**src/rtl/uart_param.sv**
```systemverilog
// uart_param: parametrised full-duplex UART.
//
// Purpose:
//   Serialises TX payloads as start / DATA_BITS (LSB first) / optional parity /
//   STOP_BITS frames and deserialises RX frames with mid-bit oversampled
//   sampling, a false-start filter, parity and framing error detection.
//   The TX and RX paths share only the tick generator; they never interact.
//
// Parameters:
//   CLK_HZ, BAUD     clock and line rate; tick divider = round(CLK_HZ/(BAUD*OVERSAMPLE)), min 1
//   OVERSAMPLE       ticks per bit (even, >= 8)
//   DATA_BITS        payload width (5..9)
//   PARITY           0 = none, 1 = even, 2 = odd
//   STOP_BITS        1 or 2
//
// Ports:
//   CLK_50MHZ        system clock
//   RST              asynchronous active-high reset
//   RX               serial input (idle high, asynchronous)
//   TX               serial output (idle high)
//   FLOW             1 = peer not ready; blocks acceptance of a new TX frame
//   DATA_IN          TX payload, captured when a write is accepted
//   TRG_WRITE        TX request (level or pulse)
//   TX_BUSY          high while a TX frame is in progress
//   TX_DONE          1-cycle pulse when the TX frame ends
//   DATA_OUT         last received payload
//   RX_VALID         1-cycle pulse, DATA_OUT updated
//   RX_PARITY_ERR    qualifies RX_VALID: parity mismatch
//   RX_FRAME_ERR     qualifies RX_VALID: first stop bit sampled low
module uart_param #(
  parameter int CLK_HZ     = 50000000,
  parameter int BAUD       = 115200,
  parameter int OVERSAMPLE = 16,
  parameter int DATA_BITS  = 8,
  parameter int PARITY     = 0,
  parameter int STOP_BITS  = 1
) (
  input  logic                 CLK_50MHZ,
  input  logic                 RST,
  input  logic                 RX,
  output logic                 TX,
  input  logic                 FLOW,
  input  logic [DATA_BITS-1:0] DATA_IN,
  input  logic                 TRG_WRITE,
  output logic                 TX_BUSY,
  output logic                 TX_DONE,
  output logic [DATA_BITS-1:0] DATA_OUT,
  output logic                 RX_VALID,
  output logic                 RX_PARITY_ERR,
  output logic                 RX_FRAME_ERR
);

  localparam int DIV_RAW = (CLK_HZ + (BAUD * OVERSAMPLE) / 2) / (BAUD * OVERSAMPLE);
  localparam int DIV     = (DIV_RAW < 1) ? 1 : DIV_RAW;
  localparam int DIV_W   = (DIV > 1) ? $clog2(DIV) : 1;
  localparam int OS_W    = $clog2(OVERSAMPLE);
  localparam int BIT_W   = $clog2(DATA_BITS);

  localparam logic [DIV_W-1:0] DIV_LAST  = DIV_W'(DIV - 1);
  localparam logic [OS_W-1:0]  OS_LAST   = OS_W'(OVERSAMPLE - 1);
  localparam logic [OS_W-1:0]  OS_HALF   = OS_W'(OVERSAMPLE / 2 - 1);
  localparam logic [BIT_W-1:0] DATA_LAST = BIT_W'(DATA_BITS - 1);
  localparam logic [BIT_W-1:0] STOP_LAST = BIT_W'(STOP_BITS - 1);

  typedef enum logic [2:0] {
    S_IDLE,
    S_START,
    S_DATA,
    S_PARITY,
    S_STOP
  } state_t;

  // ---------------------------------------------------------------------------
  // Tick generator: free-running, one-cycle tick every DIV clocks.
  // ---------------------------------------------------------------------------
  logic [DIV_W-1:0] r_div;
  logic             w_tick;

  assign w_tick = (r_div == DIV_LAST);

  always_ff @(posedge CLK_50MHZ or posedge RST) begin
    if (RST) r_div <= '0;
    else     r_div <= w_tick ? '0 : r_div + 1'b1;
  end

  // ---------------------------------------------------------------------------
  // TX path
  // ---------------------------------------------------------------------------
  state_t                 r_tx_state, w_tx_state_next;
  logic [OS_W-1:0]        r_tx_os, w_tx_os_next;
  logic [BIT_W-1:0]       r_tx_bit, w_tx_bit_next;
  logic [DATA_BITS-1:0]   r_tx_data;
  logic                   r_tx_par;
  logic                   r_tx;
  logic                   r_tx_done;
  logic                   w_tx_accept;
  logic                   w_tx_bit_end;
  logic                   w_tx_line;

  // r_tx_done gating means a new frame is taken no earlier than the cycle
  // after the done pulse.
  assign w_tx_accept  = (r_tx_state == S_IDLE) && TRG_WRITE && !FLOW && !r_tx_done;
  assign w_tx_bit_end = w_tick && (r_tx_os == OS_LAST);

  always_comb begin
    w_tx_state_next = r_tx_state;
    w_tx_bit_next   = r_tx_bit;
    w_tx_os_next    = w_tx_bit_end ? '0 : (w_tick ? r_tx_os + 1'b1 : r_tx_os);
    w_tx_line       = 1'b1;

    case (r_tx_state)
      S_IDLE: begin
        w_tx_os_next  = '0;
        w_tx_bit_next = '0;
        if (w_tx_accept) w_tx_state_next = S_START;
      end
      S_START: begin
        if (w_tx_bit_end) begin
          w_tx_state_next = S_DATA;
          w_tx_bit_next   = '0;
        end
      end
      S_DATA: begin
        if (w_tx_bit_end) begin
          if (r_tx_bit == DATA_LAST) begin
            w_tx_bit_next   = '0;
            w_tx_state_next = (PARITY != 0) ? S_PARITY : S_STOP;
          end else begin
            w_tx_bit_next = r_tx_bit + 1'b1;
          end
        end
      end
      S_PARITY: begin
        if (w_tx_bit_end) begin
          w_tx_state_next = S_STOP;
          w_tx_bit_next   = '0;
        end
      end
      S_STOP: begin
        if (w_tx_bit_end) begin
          if (r_tx_bit == STOP_LAST) w_tx_state_next = S_IDLE;
          else                       w_tx_bit_next   = r_tx_bit + 1'b1;
        end
      end
      default: w_tx_state_next = S_IDLE;
    endcase

    // The line level is registered from the next state so TX is glitch-free.
    case (w_tx_state_next)
      S_START:  w_tx_line = 1'b0;
      S_DATA:   w_tx_line = r_tx_data[w_tx_bit_next];
      S_PARITY: w_tx_line = r_tx_par;
      default:  w_tx_line = 1'b1;
    endcase
  end

  always_ff @(posedge CLK_50MHZ or posedge RST) begin
    if (RST) begin
      r_tx_state <= S_IDLE;
      r_tx_os    <= '0;
      r_tx_bit   <= '0;
      r_tx_data  <= '0;
      r_tx_par   <= 1'b0;
      r_tx       <= 1'b1;
      r_tx_done  <= 1'b0;
    end else begin
      r_tx_state <= w_tx_state_next;
      r_tx_os    <= w_tx_os_next;
      r_tx_bit   <= w_tx_bit_next;
      r_tx       <= w_tx_line;
      r_tx_done  <= (r_tx_state == S_STOP) && (w_tx_state_next == S_IDLE);
      if (w_tx_accept) begin
        r_tx_data <= DATA_IN;
        r_tx_par  <= (PARITY == 2) ? ~(^DATA_IN) : (^DATA_IN);
      end
    end
  end

  assign TX      = r_tx;
  assign TX_DONE = r_tx_done;
  assign TX_BUSY = (r_tx_state != S_IDLE);

  // ---------------------------------------------------------------------------
  // RX path
  // ---------------------------------------------------------------------------
  logic                 r_rx_meta, r_rx_sync, r_rx_prev;
  state_t               r_rx_state, w_rx_state_next;
  logic [OS_W-1:0]      r_rx_os, w_rx_os_next;
  logic [BIT_W-1:0]     r_rx_bit, w_rx_bit_next;
  logic [DATA_BITS-1:0] r_rx_shift;
  logic                 r_rx_par_err;
  logic [DATA_BITS-1:0] r_rx_data;
  logic                 r_rx_valid, r_rx_perr, r_rx_ferr;
  logic                 w_rx_fall;
  logic                 w_rx_mid_start;
  logic                 w_rx_bit_end;
  logic                 w_rx_par_expect;

  assign w_rx_fall       = r_rx_prev && !r_rx_sync;
  assign w_rx_mid_start  = w_tick && (r_rx_os == OS_HALF);
  assign w_rx_bit_end    = w_tick && (r_rx_os == OS_LAST);
  assign w_rx_par_expect = (PARITY == 2) ? ~(^r_rx_shift) : (^r_rx_shift);

  always_comb begin
    w_rx_state_next = r_rx_state;
    w_rx_bit_next   = r_rx_bit;
    w_rx_os_next    = w_rx_bit_end ? '0 : (w_tick ? r_rx_os + 1'b1 : r_rx_os);

    case (r_rx_state)
      S_IDLE: begin
        w_rx_os_next  = '0;
        w_rx_bit_next = '0;
        if (w_rx_fall) w_rx_state_next = S_START;
      end
      S_START: begin
        // Half a bit in: restart the counter so later samples land mid-bit.
        w_rx_os_next = w_rx_mid_start ? '0 : (w_tick ? r_rx_os + 1'b1 : r_rx_os);
        if (w_rx_mid_start) begin
          w_rx_state_next = r_rx_sync ? S_IDLE : S_DATA;
          w_rx_bit_next   = '0;
        end
      end
      S_DATA: begin
        if (w_rx_bit_end) begin
          if (r_rx_bit == DATA_LAST) begin
            w_rx_bit_next   = '0;
            w_rx_state_next = (PARITY != 0) ? S_PARITY : S_STOP;
          end else begin
            w_rx_bit_next = r_rx_bit + 1'b1;
          end
        end
      end
      S_PARITY: begin
        if (w_rx_bit_end) w_rx_state_next = S_STOP;
      end
      S_STOP: begin
        // Only the first stop bit is checked; IDLE resumes right after it.
        if (w_rx_bit_end) w_rx_state_next = S_IDLE;
      end
      default: w_rx_state_next = S_IDLE;
    endcase
  end

  always_ff @(posedge CLK_50MHZ or posedge RST) begin
    if (RST) begin
      r_rx_meta    <= 1'b1;
      r_rx_sync    <= 1'b1;
      r_rx_prev    <= 1'b1;
      r_rx_state   <= S_IDLE;
      r_rx_os      <= '0;
      r_rx_bit     <= '0;
      r_rx_shift   <= '0;
      r_rx_par_err <= 1'b0;
      r_rx_data    <= '0;
      r_rx_valid   <= 1'b0;
      r_rx_perr    <= 1'b0;
      r_rx_ferr    <= 1'b0;
    end else begin
      r_rx_meta  <= RX;
      r_rx_sync  <= r_rx_meta;
      r_rx_prev  <= r_rx_sync;
      r_rx_state <= w_rx_state_next;
      r_rx_os    <= w_rx_os_next;
      r_rx_bit   <= w_rx_bit_next;
      r_rx_valid <= 1'b0;
      r_rx_perr  <= 1'b0;
      r_rx_ferr  <= 1'b0;

      if (r_rx_state == S_START) r_rx_par_err <= 1'b0;
      if (r_rx_state == S_DATA && w_rx_bit_end)
        r_rx_shift <= {r_rx_sync, r_rx_shift[DATA_BITS-1:1]};
      if (r_rx_state == S_PARITY && w_rx_bit_end)
        r_rx_par_err <= r_rx_sync ^ w_rx_par_expect;
      if (r_rx_state == S_STOP && w_rx_bit_end) begin
        r_rx_data  <= r_rx_shift;
        r_rx_valid <= 1'b1;
        r_rx_perr  <= (PARITY != 0) && r_rx_par_err;
        r_rx_ferr  <= !r_rx_sync;
      end
    end
  end

  assign DATA_OUT      = r_rx_data;
  assign RX_VALID      = r_rx_valid;
  assign RX_PARITY_ERR = r_rx_perr;
  assign RX_FRAME_ERR  = r_rx_ferr;

endmodule

```
**config.mk**
```make
export PLATFORM = sky130hd
export DESIGN_NAME = uart_param
export DESIGN_NICKNAME = d
export VERILOG_FILES = /design/src/rtl/uart_param.sv
export SDC_FILE = /design/constraint.sdc
export NUM_CORES = 1
export LEC_CHECK = 0
export CELL_PAD_IN_SITES_DETAIL_PLACEMENT = 0
export CELL_PAD_IN_SITES_GLOBAL_PLACEMENT = 1
export CORE_ASPECT_RATIO = 0.7
export CORE_MARGIN = 5
export CORE_UTILIZATION = 54
export DETAILED_ROUTE_END_ITERATION = 10
export DONT_BUFFER_PORTS = 1
export PLACE_DENSITY = 0.84
export SLEW_MARGIN = 10
export SYNTH_ARGS = -nofsm -noshare
export SYNTH_HDL_FRONTEND = slang
export SYNTH_SLANG_ARGS = --single-unit
```
**constraint.sdc**
```tcl
create_clock -name CLK_50MHZ -period 3.3 [get_ports CLK_50MHZ]
set_clock_uncertainty 0.15 [all_clocks]
set_input_delay 0.33 -clock CLK_50MHZ [delete_from_list [all_inputs] [get_ports CLK_50MHZ]]
set_output_delay 0.33 -clock CLK_50MHZ [all_outputs]
set_load 0.05 [all_outputs]
```
==> impl_metrics.yaml <==
setup_path:
  critPathLaunchType: "flop"
  criticalPathCategory: "reg -> reg"
  critPathMaxFanout: 9
  reg2reg_depth: 10
  r2r_start: "r_div[0]"
  endpoint_kind: "flop"
  rr_endpoint: "TX"
  reg2reg_slack_ps: 660
  critical_path_arrival_ps: 2720
  crit_required_ps: 3380
global_routing:
  antenna_found_initial: 0
  grt_pass1_vias: 1717
  grt_usage: 0.168
  grt_max_degree: 37
  gr-total-overflow: 0
  grt_pass1_wl_um: 8450
logic_synthesis:
  synthFlopType: "dfrtp_1"
  synth.net_count: 263
  seq_area_frac_synth: 0.521
  syn_area_sq_mm: 0.00275
  yosys_warnings: 0
  synthDistinctLibCells: 48
  syn_inst: 241
  yosys_register_bits: 57
  async_flop_share: 1.00
  synth_edf_count: 0
  post_synth.cell_area_avg_sq_um: 11.4
clocking:
  htree_levels: 3
  cts_buffers: 9
  clock_path_buffers: 2
  ctsResizeCount: 0
  cts-root-buf: "clkbuf_8"
  path_clk_slew_ps: 70
  cts_sinks: 57
  clk_latency_ps: 330
  cts_tree: "yes"
sta:
  hold_viol: 0
  setup-tns-final_ps: 0
  rsz0062_at_grt: "false"
  report.final.slew_viol_count: 0
  layout_setup_ws_ps: 661
  fin_crit_sh: 0.800
  setup_violations: 0
  worst_pin_slew_ps: 721
  fin_crit_ps: 2640
  relSlewSlack: 0.519
  holdWs_ps: 214
  max_freq_ghz: 0.379
routing:
  routedWlPerCell_um: 15.3
  dr.first_iter.drc_count: 154
  avgViaCountPerCell: 5.43
  dr.pass1.iters: 4
  vias: 1802
  drtAntennaViolNets: 0
  wl_um: 5090
  drc_errors: 0
power_and_ir_drop:
  power_leakage_nw: 1.41
  powerDensity_mw_per_mm2: 486
  max-vdd-ir-drop_mv: 0.413
  p_total_mw: 1.51
final_layout:
  fin_nets: 280
  antennaDiodeCount: 0
  design_area_sq_mm: 0.00310
  layout-drive-gt1-share: 0.236
  area_growth_pct: 12.8
placement:
  place_ws_ps: 716
  place_area_sq_mm: 0.00282
  routabilityCongestion: 0.817
  hpwl_um: 3510
  portBuffers: 0
run:
  maxCapViolations: 0
min_path:
  holdCritStartpoint: "r_rx_meta"
  hold_path_class: "reg -> reg"
  hold_path_end: "r_rx_sync"
  hold_depth: 0
run_status:
  outcome: "finished clean"
die:
  initial_core_util: 0.565
  die_area_sq_mm: 0.00663
  die_width_um: 95.2
  ioPinCount: 27
  rows: 21
  die_h_um: 69.7
  coreArea_sq_mm: 0.00486
[timing repair]
action,4_1_cts,5_1_grt
endpoints found under the setup margin,0,0
hold endpoints to repair,41,0
hold buffers,10,0
buffers inserted,0,0
[synth_stat cells, types with 2 or more instances]
| master | n | area (sq um) |
|---|---|---|
| or3_1 | 2 | 12.5 |
| nand2b_1 | 4 | 25.0 |
| a31o_2 | 2 | 17.5 |
| a21o_1 | 2 | 15.0 |
| nor2_1 | 18 | 67.6 |
| o32ai_1 | 2 | 17.5 |
| o22ai_1 | 3 | 18.8 |
| nor2b_1 | 3 | 18.8 |
| mux2_2 | 28 | 315 |
| xnor2_1 | 12 | 105 |
| nor3_1 | 6 | 30.0 |
| nand2_1 | 18 | 67.6 |
| o21ai_0 | 11 | 55.1 |
| clkbuf_1 | 5 | 18.8 |
| dfstp_2 | 4 | 105 |
| and3_1 | 3 | 18.8 |
| dfrtp_1 | 53 | 1330 |
| nor4b_1 | 2 | 17.5 |
| ha_1 | 9 | 113 |
| mux2i_1 | 4 | 40.0 |
| inv_1 | 8 | 30.0 |
| a31oi_1 | 3 | 18.8 |
| a21oi_1 | 6 | 30.0 |
| nor2_2 | 2 | 12.5 |
| xor2_1 | 3 | 26.3 |
| nand3_1 | 6 | 30.0 |
[per-stage QoR]
step | utilization | cells
after global routing | 0.637 | 332
after global placement | 0.580 | 306
final | 0.637 | 332
after CTS | 0.637 | 332
after floorplan | - | 241
after detailed placement | 0.580 | 306
[layout make-up]
class	instances	area, sq um
Clock buffer	9	124
Timing Repair Buffer	14	130
Sequential cell	57	1430
Fill cell	391	1760
Multi-Input combinational cell	168	1240
Tap cell	69	86.3
Inverter	8	30.0
Clock inverter	7	53.8
[layer usage]
layer	up-vias	wire length (um)	share of wire	global-route usage
met4	0	65	0.013	0.0432
met1	878	2570	0.50	0.245
met3	7	286	0.056	0.0792
met2	40	2180	0.43	0.221
li1	877	-	-	-
met5	-	0	0	0
[cells in the final DEF (no fill, tap or decap), types with 3 or more instances in the layout]
cell type / instances
dfrtp_1: 53
mux2_2: 28
nand2_1: 18
nor2_1: 18
xnor2_1: 12
o21ai_0: 11
dlygate4sd3_1: 10
ha_1: 9
clkbuf_8: 9
inv_1: 7
nand3_1: 6
nor3_1: 6
a21oi_1: 6
dfstp_2: 4
nand2b_1: 4
mux2i_1: 4
buf_4: 4
and3_1: 3
nor2b_1: 3
o22ai_1: 3
a31oi_1: 3
xor2_1: 3
clkinvlp_4: 3
[state kept, by name (all words and copies together), names as in the netlist, 3 cells and up]
name / cells
r_tx_bit: 3
r_tx_state: 3
r_rx_shift: 8
r_tx_data: 8
r_div: 5
r_rx_os: 4
r_tx_os: 4
r_rx_state: 3
DATA_OUT: 8
r_rx_bit: 3
[report_power, final]
part / switching, mW / internal [mW]
Clock: 0.301 / 0.276
Combinational: 0.0872 / 0.0779
Sequential: 0.0429 / 0.722
Total: 0.431 / 1.08
[how the worst max path moves through the flow]
stage / start / to / slack (ps)
3_5_place_dp: r_div[0] / TX / 720
4_1_cts: r_div[0] / TX / 680
6_report: r_div[0] / TX / 660
2_1_floorplan: r_div[0] / TX / 1020
5_1_grt: r_div[0] / TX / 480
3_3_place_gp: r_div[0] / TX / 790
[cell families after synthesis]
| kind of cell | share of synthesized area |
|---|---|
| XOR/XNOR | 0.0478 |
| AND/OR/NAND/NOR | 0.135 |
| AO/OA/AOI/OAI | 0.0898 |
| buffers and inverters | 0.0264 |
| flip-flops | 0.521 |
| multiplexers | 0.133 |
| adder cells (fa/ha/maj) | 0.0451 |
| other | 0.00137 |
[worst max-delay path, stage by stage (launching register included)]
cell and delay [ps]:
dfrtp_1 410, inv_1 70, ha_1 180, and4b_1 350, buf_4 230, nand2_4 90
maj3_2 320, a32oi_2 230, inv_1 90, and3_1 150, o32ai_1 270
No activity file was read; power rests on OpenSTA's default activity.
